File: config.mk
export PLATFORM = sky130hd
export DESIGN_NAME = jump_resolver
export DESIGN_NICKNAME = d
export VERILOG_FILES = /design/src/rtl/jump_resolver.sv
export SDC_FILE = /design/constraint.sdc
export NUM_CORES = 1
export LEC_CHECK = 0
export CAP_MARGIN = 20
export CORE_MARGIN = 2
export CORE_UTILIZATION = 30
export CTS_BUF_LIST = sky130_fd_sc_hd__clkbuf_4 sky130_fd_sc_hd__clkbuf_8
export DETAILED_ROUTE_END_ITERATION = 10
export HOLD_SLACK_MARGIN = 0.12
export PLACE_DENSITY = 0.57
export SLEW_MARGIN = 20
export SYNTH_ARGS = -nofsm -noshare
export SYNTH_HDL_FRONTEND = slang
export SYNTH_SLANG_ARGS = --single-unit
export TNS_END_PERCENT = 30
File: constraint.sdc
create_clock -name clock -period 2.9 [get_ports clock]
set_input_delay 0.725 -clock clock [delete_from_list [all_inputs] [get_ports clock]]
set_output_delay 0.725 -clock clock [all_outputs]
set_load 0.01 [all_outputs]
File: src/rtl/jump_resolver.sv
// jump_resolver: IF/ID pipeline register paired with the fetch unit.
// Holds the fetched instruction/PC, resolves jumps and branches on the held
// instruction, issues a one-cycle redirect to fetch and squashes the
// wrong-path instructions that were already fetched before it took effect.
module jump_resolver #(
    parameter int FLUSH_SLOTS = 2,
    parameter int CNT_W       = 2
) (
    input  logic        clock,
    input  logic        reset,
    input  logic [15:0] pcIn,
    input  logic [15:0] instrIn,
    input  logic        fetchValid,
    input  logic        stall,
    input  logic [15:0] regA,
    input  logic [15:0] regB,
    output logic [15:0] jumpAddress,
    output logic        jumpEnable,
    output logic [15:0] instrOut,
    output logic        validOut,
    output logic [15:0] pcOut
);

    typedef enum logic {
        RUN   = 1'b0,
        FLUSH = 1'b1
    } state_t;

    localparam logic [CNT_W-1:0] SLOTS    = CNT_W'(FLUSH_SLOTS);
    localparam logic [CNT_W-1:0] SLOTS_M1 = CNT_W'(FLUSH_SLOTS - 1);

    state_t           state_reg;
    state_t           state_next;
    logic [CNT_W-1:0] cnt_reg;
    logic [CNT_W-1:0] cnt_next;

    logic [3:0]  opcode;
    logic        taken;
    logic [15:0] target;
    logic        capture;
    logic        redirect;
    logic        squash;

    assign opcode   = instrOut[15:12];
    assign capture  = !stall && fetchValid;
    assign redirect = (state_reg == RUN) && validOut && !stall && taken;

    // Decode the held instruction into a taken flag and a redirect target.
    always_comb begin
        taken  = 1'b0;
        target = pcOut;
        case (opcode)
            4'hA: begin
                taken  = 1'b1;
                target = pcOut + {{4{instrOut[11]}}, instrOut[11:0]};
            end
            4'hB: begin
                taken  = (regA == regB);
                target = pcOut + {{12{instrOut[3]}}, instrOut[3:0]};
            end
            4'hC: begin
                taken  = (regA != regB);
                target = pcOut + {{12{instrOut[3]}}, instrOut[3:0]};
            end
            4'hD: begin
                taken  = 1'b1;
                target = regA;
            end
            default: begin
                taken  = 1'b0;
                target = pcOut;
            end
        endcase
    end

    // Next-state logic: the slot captured on the redirect edge is already
    // wrong-path, so it is squashed and counted as the first flush slot.
    always_comb begin
        state_next = state_reg;
        cnt_next   = cnt_reg;
        squash     = 1'b0;
        if (redirect) begin
            squash   = 1'b1;
            cnt_next = capture ? SLOTS_M1 : SLOTS;
            state_next = (cnt_next == '0) ? RUN : FLUSH;
        end else if (state_reg == FLUSH && capture) begin
            squash   = 1'b1;
            cnt_next = cnt_reg - 1'b1;
            if (cnt_next == '0) begin
                state_next = RUN;
            end
        end
    end

    // Pipeline register, redirect outputs and flush bookkeeping.
    always_ff @(posedge clock or posedge reset) begin
        if (reset) begin
            state_reg   <= RUN;
            cnt_reg     <= '0;
            jumpEnable  <= 1'b0;
            jumpAddress <= '0;
            instrOut    <= '0;
            pcOut       <= '0;
            validOut    <= 1'b0;
        end else begin
            state_reg  <= state_next;
            cnt_reg    <= cnt_next;
            jumpEnable <= redirect;
            if (redirect) begin
                jumpAddress <= target;
            end
            if (capture) begin
                instrOut <= instrIn;
                pcOut    <= pcIn;
                validOut <= !squash;
            end else if (!stall) begin
                validOut <= 1'b0;
            end
        end
    end

endmodule

==> run metrics <==
Slew headroom=about 54%; placed cell count=between 600 and 700; Cells after Synth=324; crit path time final=between 2 and 3 ns; WP data arrival=3.08 ns; CTS tree=yes; slowest cell delay on critical path=about 0.4 ns; GP Congestion=roughly 0.85; IO Count=between 100 and 150; Post-Syn Area per Cell=between 10 and 15 um2; Synth Flop Type=dfrtp_1; DP Area=roughly 5000 um2; Total GRT Usage=17.4%; most common cell after layout, fill and taps aside=clkdlybuf4s50_1; Top cell by count, worst path=a21o_1; Post-Layout Inst Area=between 5000 and 6000 um2; Worst-path clk slew=about 0.12 ns; fin nets=557; kind of cell adding the most delay to the critical path=compound AO/OA/AOI/OAI gates; clock skew=approximately 0.016 ns; Setup WS pre-CTS=-0.0459 ns; Final Worst Setup Slack=0.0632 ns; Max-cap violations=0; cts bufs inserted=5; commonest non-fill, non-tap cells in the layout=117 x clkdlybuf4s50_1, 53 x dfrtp_1, 38 x buf_4; Synth Cell Area=roughly 3400 um2; Final Non-Filler Cells=about 600; Filler Cell Count=around 1.1k; run status=finished clean; clk_lat worst skew=~0.32 ns; Worst Path Max Fanout=8; largest net degree at the start of global routing=54; Core Util, Final=a little under half; RSZ-0062 raised after global routing=true; final hold vios=0; vias in the first global route=around 3.2k; sequential fraction of the synthesis area=39.1%; Async SR Flop Fraction=between 90% and 100%; root buffer cell=clkbuf_8; # clock sinks=53; period utilisation layout=a little over nine tenths; Peak Freq=between 0.3 and 0.4 GHz; Netlist cell types=58; worst min path class=register to register; Die Area=~12,000 um2; Worst Setup Start Kind=register; Post-Syn Nets=between 400 and 500; Max clock buf depth=2; Syn. warnings=0; HPWL after detailed placement=between 8000 and 9000 um; Power Density=approximately 670 nW/um2; Worst VDD drop=~0.00027 V; Die Y=~110 um; via count of the routed design=3,082; Layout Area Growth over Synthesis=51.0%; I/O Buffers=117; Crit path required time=3.14 ns; Pins Over Slew Limit=0; number of DRC markers in iteration 0=~160; top flop regs=instrOut x16, jumpAddress x16, pcOut x16; wire length per cell=around 17 um; endpoint type of the worst setup path=register; DRC=0; htree depth=2; via/cell ratio=around 5; register area=~1300 um2; worst hold margin=0.500 ns; final wirelength=roughly 10,000 um; initial antenna violation count=0; sum of buffers and inverters on the critical path=0; row cnt=38; ant diodes=0; layout cells sized above 1=a little over a fifth; # hold bufs at CTS=0; Placeable Area=approximately 11,000 um2; Starting Density=a little under a third; critical-path cell list=and4b_2 -> o21a_4 -> a21o_1 -> ha_4 -> a21o_1 -> a221oi_4 -> nor3_2 -> or3_4 -> mux2_4 -> a31oi_4; Initial DRT Pass Iterations=5; Overflow after GRT=0; antenna viol nets, final=0; leakage=approximately 0.0021 uW; CP Class=register to register; first-pass GRT wire length=16,200 um; worst-path cell with the longest stage delay=dfrtp_1; Worst Tran Pin Value=0.697 ns; DIE WIDTH=between 100 and 150 um; EDFF count, synth=0; #FFs+latches synth=between 50 and 60; Multi-input gate area=a little over 2000 um2; Final setup viols=0
[final cells by class]
| type | count | share of cell area (%) |
|---|---|---|
| clock inverter | 3 | 0.489 |
| tap | 140 | 3.42 |
| sequential | 53 | 25.9 |
| multi-input combinational | 247 | 39.8 |
| inverter | 8 | 0.586 |
| timing repair buffer | 155 | 28.4 |
| clock buffer | 5 | 1.34 |
[worst register-to-register path: stages, from the launching register on]
cell	delay [ns]
dfrtp_1	0.41
and4b_2	0.28
o21a_4	0.25
a21o_1	0.20
ha_4	0.26
a21o_1	0.19
a221oi_4	0.31
nor3_2	0.08
or3_4	0.34
mux2_4	0.32
a31oi_4	0.12
[cells in the mapped netlist (5+ instances only)]
cell      number  area, um2
nand2_1       13       48.8
clkbuf_1       7       26.3
inv_1          8       30.0
a31oi_1        5       31.3
o21ai_0       10       50.1
nand4_1        9       56.3
ha_1          18        225
nor2_1        21       78.8
mux2_2        33        372
nand3_1        6       30.0
a21oi_1       27        135
xnor2_1       23        201
dfrtp_1       53       1330
a222oi_1       9       90.1
a21o_1        15        113
[path summary, 6_finish.rpt]
check / to / depth (start not counted) / startpoint / slack [ns]
setup reg to reg: jumpAddress[12] / 10 / instrOut[15] / 0.06
max in group asynchronous: instrOut[4] / 3 / reset / 1.53
min in group asynchronous: jumpAddress[13] / 3 / reset / 0.91
hold / removal: cnt_reg[1] / 1 / cnt_reg[1] / 0.50
hold reg to reg: cnt_reg[1] / 1 / cnt_reg[1] / 0.50
setup / recovery: jumpAddress[12] / 10 / instrOut[15] / 0.06
[power breakdown]
group | internal, uW | switching (uW) | leakage, uW
logic | 1030 | 839 | 0.00147
registers | 940 | 177 | 0.000627
clock network | 175 | 278 | 0.0000447
total | 2150 | 1290 | 0.00214
[metal layers]
layer  global-route usage [%]  routed length, um  up-vias  share of wire (%)
met4                     4.55                172        0                1.7
met1                     22.6               4640     1459                 45
met3                     4.94                790       12                7.6
met2                     28.5               4740      104                 46
met5                        0                  0        -                  0
li1                         -                  -     1507                  -
[stage by stage]
step | total power, uW | TNS, ns
after floorplan | 2110 | 0
after global placement | 2920 | -0.0768
after detailed placement | 2940 | -0.340
after CTS | 3440 | 0
after global routing | 3710 | -0.229
final | 3440 | 0
[timing repair]
action                                  in CTS  in global routing
gates resized for setup                      4                  7
buffers inserted                             1                  1
endpoints found under the setup margin       1                  6
pin swaps                                    3                 17
[cell families after synthesis]
group	count (synthesis)	synth area share (%)
compound gates	95	20.4
simple gates	70	10.7
flops	53	39.1
mux	36	12.0
xor+xnor	27	6.97
buf+inv	24	3.61
fa+ha+maj	19	7.23
Power figures use the tool's default switching activity.
